[config.mk]
export PLATFORM = sky130hd
export DESIGN_NAME = muldiv_unit
export DESIGN_NICKNAME = d
export VERILOG_FILES = /design/src/rtl/muldiv_unit.sv
export SDC_FILE = /design/constraint.sdc
export NUM_CORES = 1
export LEC_CHECK = 0
export ABC_CLOCK_PERIOD_IN_PS = 9050
export CAP_MARGIN = 20
export CORE_ASPECT_RATIO = 0.75
export CORE_UTILIZATION = 48
export CTS_BUF_LIST = sky130_fd_sc_hd__clkbuf_8
export DETAILED_ROUTE_END_ITERATION = 6
export PLACE_DENSITY = 0.7
export SKIP_CTS_REPAIR_TIMING = 1
export SLEW_MARGIN = 30
export SYNTH_ARGS = -nofsm -noshare
export SYNTH_HDL_FRONTEND = slang
export SYNTH_SLANG_ARGS = --single-unit
[constraint.sdc]
create_clock -name clk -period 9.05 [get_ports clk]
set_input_delay 1.3575 -clock clk [delete_from_list [all_inputs] [get_ports clk]]
set_output_delay 1.3575 -clock clk [all_outputs]
set_load 0.02 [all_outputs]
[src/rtl/muldiv_unit.sv]
// muldiv_unit: multi-cycle MULT/MULTU/DIV/DIVU engine owning HI/LO; shift-add multiply, restoring divide.
// Define MULDIV_EARLY_OUT_EN to let zero-operand multiplies and divide-by-zero skip the iteration phase.
module muldiv_unit #(
    parameter int WIDTH = 32
) (
    input  logic             clk,
    input  logic             reset_n,
    input  logic             start,
    input  logic [1:0]       op,
    input  logic [WIDTH-1:0] a,
    input  logic [WIDTH-1:0] b,
    input  logic             mthi,
    input  logic             mtlo,
    input  logic [WIDTH-1:0] wdata,
    output logic             busy,
    output logic             done,
    output logic [WIDTH-1:0] hi,
    output logic [WIDTH-1:0] lo
);
    localparam int CW = $clog2(WIDTH);
    typedef enum logic [1:0] {IDLE, CALC, FIX} state_t;
    state_t state, state_nx;
    logic [CW-1:0] cnt;
    logic [WIDTH-1:0] m;
    logic [2*WIDTH-1:0] acc, acc_init, mul_nx, div_nx, prod;
    logic [WIDTH:0] mul_sum, div_trial;
    logic is_div, neg_lo, neg_hi;
    logic a_neg, b_neg, div_zero, early;
    logic [WIDTH-1:0] a_mag, b_mag, dvd, q_fix, r_fix;
    assign a_neg    = ~op[0] & a[WIDTH-1];
    assign b_neg    = ~op[0] & b[WIDTH-1];
    assign a_mag    = a_neg ? -a : a;
    assign b_mag    = b_neg ? -b : b;
    assign div_zero = op[1] & (b == '0);
    // A zero divisor leaves the dividend unsigned so the iterations return HI=a, LO=all ones.
    assign dvd      = div_zero ? a : a_mag;
`ifdef MULDIV_EARLY_OUT_EN
    assign early    = div_zero | (~op[1] & ((a == '0) | (b == '0)));
    assign acc_init = early ? (div_zero ? {a, {WIDTH{1'b1}}} : '0)
                            : {{WIDTH{1'b0}}, op[1] ? dvd : b_mag};
`else
    assign early    = 1'b0;
    assign acc_init = {{WIDTH{1'b0}}, op[1] ? dvd : b_mag};
`endif
    assign mul_sum   = {1'b0, acc[2*WIDTH-1:WIDTH]} + (acc[0] ? {1'b0, m} : '0);
    assign mul_nx    = {mul_sum, acc[WIDTH-1:1]};
    assign div_trial = acc[2*WIDTH-1:WIDTH-1] - {1'b0, m};
    assign div_nx    = div_trial[WIDTH] ? {acc[2*WIDTH-2:0], 1'b0}
                                        : {div_trial[WIDTH-1:0], acc[WIDTH-2:0], 1'b1};
    assign prod  = neg_lo ? -acc : acc;
    assign q_fix = neg_lo ? -acc[WIDTH-1:0] : acc[WIDTH-1:0];
    assign r_fix = neg_hi ? -acc[2*WIDTH-1:WIDTH] : acc[2*WIDTH-1:WIDTH];
    assign busy  = state != IDLE;
    always_comb begin
        state_nx = state;
        unique case (state)
            IDLE:    state_nx = start ? (early ? FIX : CALC) : IDLE;
            CALC:    state_nx = (cnt == CW'(WIDTH - 1)) ? FIX : CALC;
            FIX:     state_nx = IDLE;
            default: state_nx = IDLE;
        endcase
    end
    always_ff @(posedge clk or negedge reset_n) begin
        if (!reset_n) state <= IDLE;
        else          state <= state_nx;
    end
    always_ff @(posedge clk or negedge reset_n) begin
        if (!reset_n) begin
            cnt    <= '0;
            m      <= '0;
            acc    <= '0;
            is_div <= 1'b0;
            neg_lo <= 1'b0;
            neg_hi <= 1'b0;
            done   <= 1'b0;
            hi     <= '0;
            lo     <= '0;
        end else begin
            done <= state == FIX;
            unique case (state)
                IDLE: begin
                    if (start) begin
                        cnt    <= '0;
                        is_div <= op[1];
                        m      <= op[1] ? b_mag : a_mag;
                        acc    <= acc_init;
                        neg_lo <= ~div_zero & (a_neg ^ b_neg);
                        neg_hi <= ~div_zero & op[1] & a_neg;
                    end else begin
                        if (mthi) hi <= wdata;
                        if (mtlo) lo <= wdata;
                    end
                end
                CALC: begin
                    cnt <= cnt + 1'b1;
                    acc <= is_div ? div_nx : mul_nx;
                end
                FIX: begin
                    hi <= is_div ? r_fix : prod[2*WIDTH-1:WIDTH];
                    lo <= is_div ? q_fix : prod[WIDTH-1:0];
                end
                default: ;
            endcase
        end
    end
endmodule

==> Implementation_results.wiki, run 1 <==
{| class="wikitable"
! Metric !! Value
|-
| Register area || 4280 um^2
|-
| Share of the clock period used by the worst path after layout || between 50% and 60%
|-
| Synthesized area per cell || a little under 8 um^2
|-
| Count of final hold-check violations || 0
|-
| Required arrival time at the worst endpoint || ~9400 ps
|-
| # nets final || roughly 2200
|-
| Largest fanout of any net on the critical path || 20
|-
| Via count || between 15000 and 20000
|-
| Fraction of registers with async set/reset || between 90% and 100%
|-
| End of the worst register-to-register path || acc[35]$_DFFE_PN0P_
|-
| CTS tree || yes
|-
| Area of combinational cells with multiple inputs || about 10000 um^2
|-
| Portion of the post-synthesis area used by sequential elements || 28.2%
|-
| Vias per Instance || 6.25
|-
| Worst setup path startpoint || acc[31]$_DFFE_PN0P_
|-
| Critical path start-end classification || flip-flop to flip-flop
|-
| Transition time at the pin with the least slew margin || 874 ps
|-
| Number of filler instances in the final layout || 2812
|-
| Top Ports || 169
|-
| Share of layout cells above drive strength 1 || about 4.4%
|-
| Post-Syn Nets || between 2000 and 2500
|-
| Classification of the worst-slack hold path || flip-flop to flip-flop
|-
| Number of enable flip-flop cells after synthesis || 0
|-
| Total global routing overflow || 0
|-
| Core Footprint || a little over 30000 um^2
|-
| Standard-cell rows || between 50 and 60
|-
| Netlist Area Pre-Place || about 15000 um^2
|-
| Sum Neg Setup Slack || 0 ps
|-
| Normalized max-slew margin || between 40% and 50%
|-
| Leakage power || slightly above 7 nW
|-
| Clock H-tree levels || 4
|-
| Post-layout instance count excluding filler cells || between 2000 and 2500
|-
| Total wire length || about 53000 um
|-
| Top cell type's share of synthesized area || about 28%
|-
| Largest net degree at the start of global routing || around 120
|-
| Setup Skew || between 15 and 20 ps
|-
| Synthesis-stage register bit count || about 170
|-
| Endpoint of the most critical setup path || acc[35]$_DFFE_PN0P_
|-
| Total Routing Usage GR || between 30% and 40%
|-
| Final setup viols || 0
|-
| Detailed-placement wirelength estimate || between 40000 and 50000 um
|-
| Syn. warnings || 0
|-
| Instance count after placement with tap cells included || 2421
|-
| Diodes inserted || 0
|-
| Die width || slightly above 200 um
|-
| Number of optimization iterations in the first detailed-route pass || 6
|-
| Post-synth cell types || 77
|-
| Growth of design area from synthesis to finish || 15.3%
|-
| TritonCTS buffer count || 17
|-
| Number of antenna violations at the first check in global routing || 0
|-
| Commonest cells after routing, fill and taps aside || sky130_fd_sc_hd__nor2_1 (226), sky130_fd_sc_hd__nand2_1 (187), sky130_fd_sc_hd__o21ai_0 (179)
|-
| # clock sinks || roughly 170
|-
| Antenna viol nets, final || 0
|-
| Maximum capacitance violations || 0
|-
| Area contributors post-synth || sky130_fd_sc_hd__dfrtp_1 (28%), sky130_fd_sc_hd__xnor2_1 (6.5%), sky130_fd_sc_hd__o21ai_0 (5.9%)
|-
| Critical path capture point type || flip-flop
|-
| Drt wl/cell || approximately 22 um
|-
| Data arrival time at the worst-slack endpoint || 5070 ps
|-
| Total Die Area || between 30000 and 40000 um^2
|-
| Post-layout util || roughly 57%
|-
| Clock transition time at the flip-flop clock pins of the worst setup and hold paths || between 100 and 150 ps
|-
| Pwr Density || between 400 and 500 nW/um^2
|-
| Global-route wire length before repair || 82500 um
|-
| Unrepaired setup endpoints after global routing || false
|-
| Final period demand of the worst path || between 4000 and 5000 ps
|-
| Most common cell after layout, fill and taps aside || sky130_fd_sc_hd__nor2_1
|-
| Routability congestion estimate || 0.971
|-
| Fmax achieved || 211 MHz
|-
| Register-to-register setup slack || approximately 4300 ps
|-
| Startpoint class of the critical path || flip-flop
|-
| Most used flip-flop cell after synthesis || sky130_fd_sc_hd__dfrtp_1
|-
| Number of pins exceeding their max-slew limit in the final report || 0
|-
| Height of the chip || 156 um
|-
| Worst reg2reg path startpoint || acc[31]$_DFFE_PN0P_
|-
| Cell at the root of the clock tree || sky130_fd_sc_hd__clkbuf_8
|-
| Clock insertion delay at the later pin of the skew report || roughly 500 ps
|-
| Run status || completed
|-
| Worst ir drop on vdd || roughly 0.16 mV
|-
| Cells after Synth || 1958
|-
| Initial standard-cell utilization of the core || between 40% and 50%
|-
| Via count of the first global-routing pass || between 10000 and 15000
|-
| Maximum clock insertion buffer count || 2
|-
| Number of input and output port buffers inserted || about 170
|-
| Largest area contributor in the synthesized netlist || sky130_fd_sc_hd__dfrtp_1
|-
| Number of design-rule violations left by the first detailed-router iteration || between 1500 and 2000
|-
| DRC Markers || 0
|-
| Worst reg-to-reg path cell count || 13
|}
-- worst max-delay path: stages (launching register included) --
cell and delay [ps]:
sky130_fd_sc_hd__dfrtp_1 500, sky130_fd_sc_hd__inv_1 130, sky130_fd_sc_hd__ha_1 240, sky130_fd_sc_hd__fa_1 410, sky130_fd_sc_hd__nand2b_1 180, sky130_fd_sc_hd__a21o_1 210
sky130_fd_sc_hd__a21oi_1 370, sky130_fd_sc_hd__o311ai_1 230, sky130_fd_sc_hd__a311oi_1 370, sky130_fd_sc_hd__or3_1 350, sky130_fd_sc_hd__and2_1 690, sky130_fd_sc_hd__buf_4 460
sky130_fd_sc_hd__mux2i_1 290, sky130_fd_sc_hd__o221ai_1 140
-- cell usage after synthesis (34+ instances only) --
cell type,count
sky130_fd_sc_hd__a21oi_1,175
sky130_fd_sc_hd__clkbuf_1,101
sky130_fd_sc_hd__dfrtp_1,171
sky130_fd_sc_hd__ha_1,70
sky130_fd_sc_hd__inv_1,65
sky130_fd_sc_hd__mux2i_1,65
sky130_fd_sc_hd__nand2_1,187
sky130_fd_sc_hd__nand3_1,38
sky130_fd_sc_hd__nor2_1,230
sky130_fd_sc_hd__nor3_1,44
sky130_fd_sc_hd__o21ai_0,179
sky130_fd_sc_hd__or3_1,34
sky130_fd_sc_hd__xnor2_1,112
sky130_fd_sc_hd__xor2_1,73
-- worst min-delay path by stage --
stage,depth (start not counted),from,end,slack [ps]
after global placement,2,lo[19]$_DFFE_PN0P_,lo[19]$_DFFE_PN0P_,460
after detailed placement,2,lo[19]$_DFFE_PN0P_,lo[19]$_DFFE_PN0P_,470
final,2,lo[18]$_DFFE_PN0P_,lo[18]$_DFFE_PN0P_,490
after CTS,1,lo[17]$_DFFE_PN0P_,lo[17]$_DFFE_PN0P_,490
after floorplan,2,m[10]$_DFFE_PN0P_,m[10]$_DFFE_PN0P_,450
after global routing,1,lo[17]$_DFFE_PN0P_,lo[17]$_DFFE_PN0P_,520
-- where the power goes --
part / leakage (nW) / switching (mW) / internal (mW)
combinational: 4.97 / 2.78 / 1.95
clock: 0.222 / 0.345 / 0.270
sequential: 2.07 / 0.582 / 1.15
total: 7.26 / 3.70 / 3.36
-- through the flow --
| step | hold WS, ps | power, mW | setup slack [ps] | cell area [um^2] |
|---|---|---|---|---|
| after floorplan | 450 | 4.81 | 4920 | 15200 |
| after detailed placement | 470 | 6.31 | 4030 | 17000 |
| after CTS | 493 | 6.94 | 4390 | 17500 |
| final | 487 | 7.07 | 4320 | 17500 |
| after global routing | 519 | 7.57 | 4050 | 17500 |
| after global placement | 461 | 6.23 | 4060 | 17000 |
-- final cells by class --
type                       count  share of cell area [%]
sequential                   171                    24.5
tap                          399                    2.85
timing repair buffer         184                    10.3
clock buffer                  18                    1.42
clock inverter                14                    1.15
multi-input combinational   1602                    58.4
inverter                      65                    1.39
-- cell families (layout without fill, tap and decap cells) --
family                     count (synthesis)  count (layout)  synth area share [%]
muxes                                     71              71                  4.73
and+or+nand+nor                          658             658                  20.2
adders and majority gates                 72              72                  6.04
buffers and inverters                    185             281                  4.74
DFF                                      171             171                  28.2
AOI/OAI and AO/OA                        616             616                  25.4
xor gates and xnor gates                 185             185                  10.7
-- layer usage --
| layer | up-vias | GRT usage, % | part of all wire (%) |
|---|---|---|---|
| met5 | - | 0 | 0 |
| met4 | 0 | 11.0 | 2.8 |
| met3 | 67 | 7.87 | 11 |
| met2 | 841 | 46.5 | 39 |
| met1 | 7196 | 48.7 | 47 |
| li1 | 7234 | - | - |
-- registers in the layout, summed over array words and instances, names as in the netlist --
register and flops:
m 32, neg_hi 1, neg_lo 1, is_div 1
cnt 5, state 2, done 1, hi 32
lo 32, acc 64
No activity file was read; power rests on OpenSTA's default activity.
==> run 2: changes to the inputs <==
ABC_CLOCK_PERIOD_IN_PS = 4450   (was 9050)
clock period = 4.45 ns   (was 9.05 ns; I/O delays follow)
==> Implementation_results.wiki, run 2 (same netlist as run 1, synthesis figures left out) <==
{| class="wikitable"
! Metric !! Value
|-
| Run status || complete, but fails checks
|-
| Violations in the final reports || DRC
|-
| Maximum capacitance violations || 0
|-
| Required arrival time at the worst endpoint || a little under 5000 ps
|-
| Critical path capture point type || flip-flop
|-
| Data arrival time at the worst-slack endpoint || about 4500 ps
|-
| Setup Skew || between 20 and 25 ps
|-
| Switch Pwr || around 7.7 mW
|-
| Number of pins exceeding their max-slew limit in the final report || 0
|-
| Total Routing Usage GR || around a third
|-
| Antenna viol nets, final || 0
|-
| TritonCTS buffer count || 17
|-
| Clock insertion delay at the later pin of the skew report || 490 ps
|-
| Final total power || between 10 and 15 mW
|-
| Sum Neg Setup Slack || 0 ps
|-
| Maximum clock insertion buffer count || 2
|-
| Clock group share of total power || approximately 8.1%
|-
| Number of antenna violations at the first check in global routing || 0
|-
| Int Power || roughly 6.9 mW
|-
| Largest fanout of any net on the critical path || 11
|-
| Most common cell after layout, fill and taps aside || sky130_fd_sc_hd__nor2_1
|-
| Final setup viols || 0
|-
| Height of the chip || around 160 um
|-
| Leakage power || between 7 and 8 nW
|-
| Chain of cells forming the critical path || inv_1 -> ha_1 -> fa_1 -> nand2b_1 -> a21o_1 -> a21oi_1 -> o311ai_1 -> a311oi_1 -> buf_4 -> or3_1 -> and2_1 -> buf_4 -> mux2i_1 -> a221oi_1
|-
| Number of flip-flops under the largest register name || 64
|-
| Detailed-placement wirelength estimate || around 43000 um
|-
| Switching part of the total || roughly 52%
|-
| Standard-cell rows || 55
|-
| Number of filler instances in the final layout || 2823
|-
| Hold slack || 198 ps
|-
| Clock transition time at the flip-flop clock pins of the worst setup and hold paths || 110 ps
|-
| Via count || around 16000
|-
| Number of input and output port buffers inserted || between 150 and 200
|-
| Global-route wire length before repair || ~84000 um
|-
| Top Ports || ~170
|-
| Final instance area || 17700 um^2
|-
| Total global routing overflow || 0
|-
| Total wire length || 54800 um
|-
| Number of design-rule violations left by the first detailed-router iteration || between 1500 and 2000
|-
| Register-to-register setup slack || 340 ps
|-
| # nets final || roughly 2300
|-
| Cell at the root of the clock tree || sky130_fd_sc_hd__clkbuf_8
|-
| Classification of the worst-slack hold path || primary input to async pin
|-
| Growth of design area from synthesis to finish || 16.8%
|-
| Transition time at the pin with the least slew margin || 916 ps
|-
| Comb pwr share || between 60% and 70%
|-
| Slowest CP cell || sky130_fd_sc_hd__dfrtp_1
|-
| Post-detailed-placement cell area || 17300 um^2
|-
| Register name with the most flops || acc
|-
| Via count of the first global-routing pass || between 10000 and 15000
|-
| DRC Markers || 2
|-
| Share of the clock period used by the worst path after layout || 92.3%
|-
| Normalized max-slew margin || between 30% and 40%
|-
| Clock H-tree levels || 4
|-
| Pwr Density || a little over 800 nW/um^2
|-
| Core Footprint || approximately 30000 um^2
|-
| Worst reg-to-reg path cell count || 14
|-
| Routability congestion estimate || around 1.0
|-
| Worst ir drop on vdd || 0.550 mV
|-
| CP most frequent cell || sky130_fd_sc_hd__buf_4
|-
| Die width || about 210 um
|-
| Vias per Instance || 6.29
|-
| Commonest cells after routing, fill and taps aside || sky130_fd_sc_hd__nor2_1 (227), sky130_fd_sc_hd__nand2_1 (187), sky130_fd_sc_hd__o21ai_0 (179)
|-
| Startpoint class of the critical path || flip-flop
|-
| Count of final hold-check violations || 0
|-
| CTS tree || yes
|-
| Initial standard-cell utilization of the core || roughly half
|-
| CP peak stage delay || roughly 520 ps
|-
| Relative contribution of sequential cells to total power || a little under a quarter
|-
| Unrepaired setup endpoints after global routing || false
|-
| # clock sinks || approximately 170
|-
| Drt wl/cell || approximately 22 um
|-
| Critical path start-end classification || flip-flop to flip-flop
|-
| Number of optimization iterations in the first detailed-route pass || 7
|-
| Fmax achieved || roughly 240 MHz
|-
| Largest net degree at the start of global routing || 94
|-
| Total Die Area || 32300 um^2
|-
| Share of layout cells above drive strength 1 || just under 6%
|-
| Final period demand of the worst path || a little over 4000 ps
|}
-- run 2: cell type report --
type	instances	area, um^2	area share (%)
inverters	65	244	1.38
diodes	1	2.50	0.0141
well taps	399	499	2.82
flip-flops and latches	171	4280	24.2
repair buffers	218	2080	11.7
clock buffers	17	234	1.32
clock inverters	15	176	0.995
multi-input cells	1602	10200	57.6
-- run 2: metal layers --
| layer | vias to the layer above | share of wire (%) | track usage [%] | wire length (um) |
|---|---|---|---|---|
| met3 | 80 | 12 | 10.6 | 6630 |
| met2 | 887 | 39 | 46.1 | 21400 |
| met4 | 0 | 2.9 | 11.1 | 1580 |
| li1 | 7306 | - | - | - |
| met5 | - | 0 | 0 | 0 |
| met1 | 7380 | 46 | 49.4 | 25200 |
-- run 2: worst max-delay path, delay by kind of cell, from the launching register on --
kind | cells | cell delay [ps]
multiplexers | 1 | 180
AND/OR/NAND/NOR | 3 | 500
flip-flops | 1 | 520
buffers and inverters | 3 | 580
adder cells (fa/ha/maj) | 2 | 630
AO/OA/AOI/OAI | 5 | 1560
-- run 2: per-stage QoR --
| stage | std cells | utilization [%] | setup slack (ps) |
|---|---|---|---|
| after floorplan | 1958 | - | 1010 |
| after global placement | 2455 | 56.5 | 282 |
| after detailed placement | 2455 | 56.5 | 277 |
| after CTS | 2487 | 57.9 | 482 |
| after global routing | 2487 | 57.9 | 77.7 |
| final | 2488 | 57.9 | 344 |
-- run 2: power by group through the flow --
| stage | Clock, mW | Combinational (mW) | Sequential, mW |
|---|---|---|---|
| after floorplan | 0 | 6.52 | 3.26 |
| after global placement | 0 | 9.64 | 3.29 |
| after detailed placement | 0 | 9.79 | 3.31 |
| after CTS | 1.19 | 9.85 | 3.28 |
| after global routing | 1.24 | 10.9 | 3.41 |
| final | 1.18 | 10.1 | 3.33 |
-- run 2: path summary, 6_finish.rpt --
path	from	to
max	acc[31]$_DFFE_PN0P_	acc[62]$_DFFE_PN0P_
min	reset_n	done$_DFF_PN0_
max reg2reg	acc[31]$_DFFE_PN0P_	acc[62]$_DFFE_PN0P_
min reg2reg	lo[16]$_DFFE_PN0P_	lo[16]$_DFFE_PN0P_
max in group asynchronous	reset_n	m[15]$_DFFE_PN0P_
min in group clk	lo[16]$_DFFE_PN0P_	lo[16]$_DFFE_PN0P_
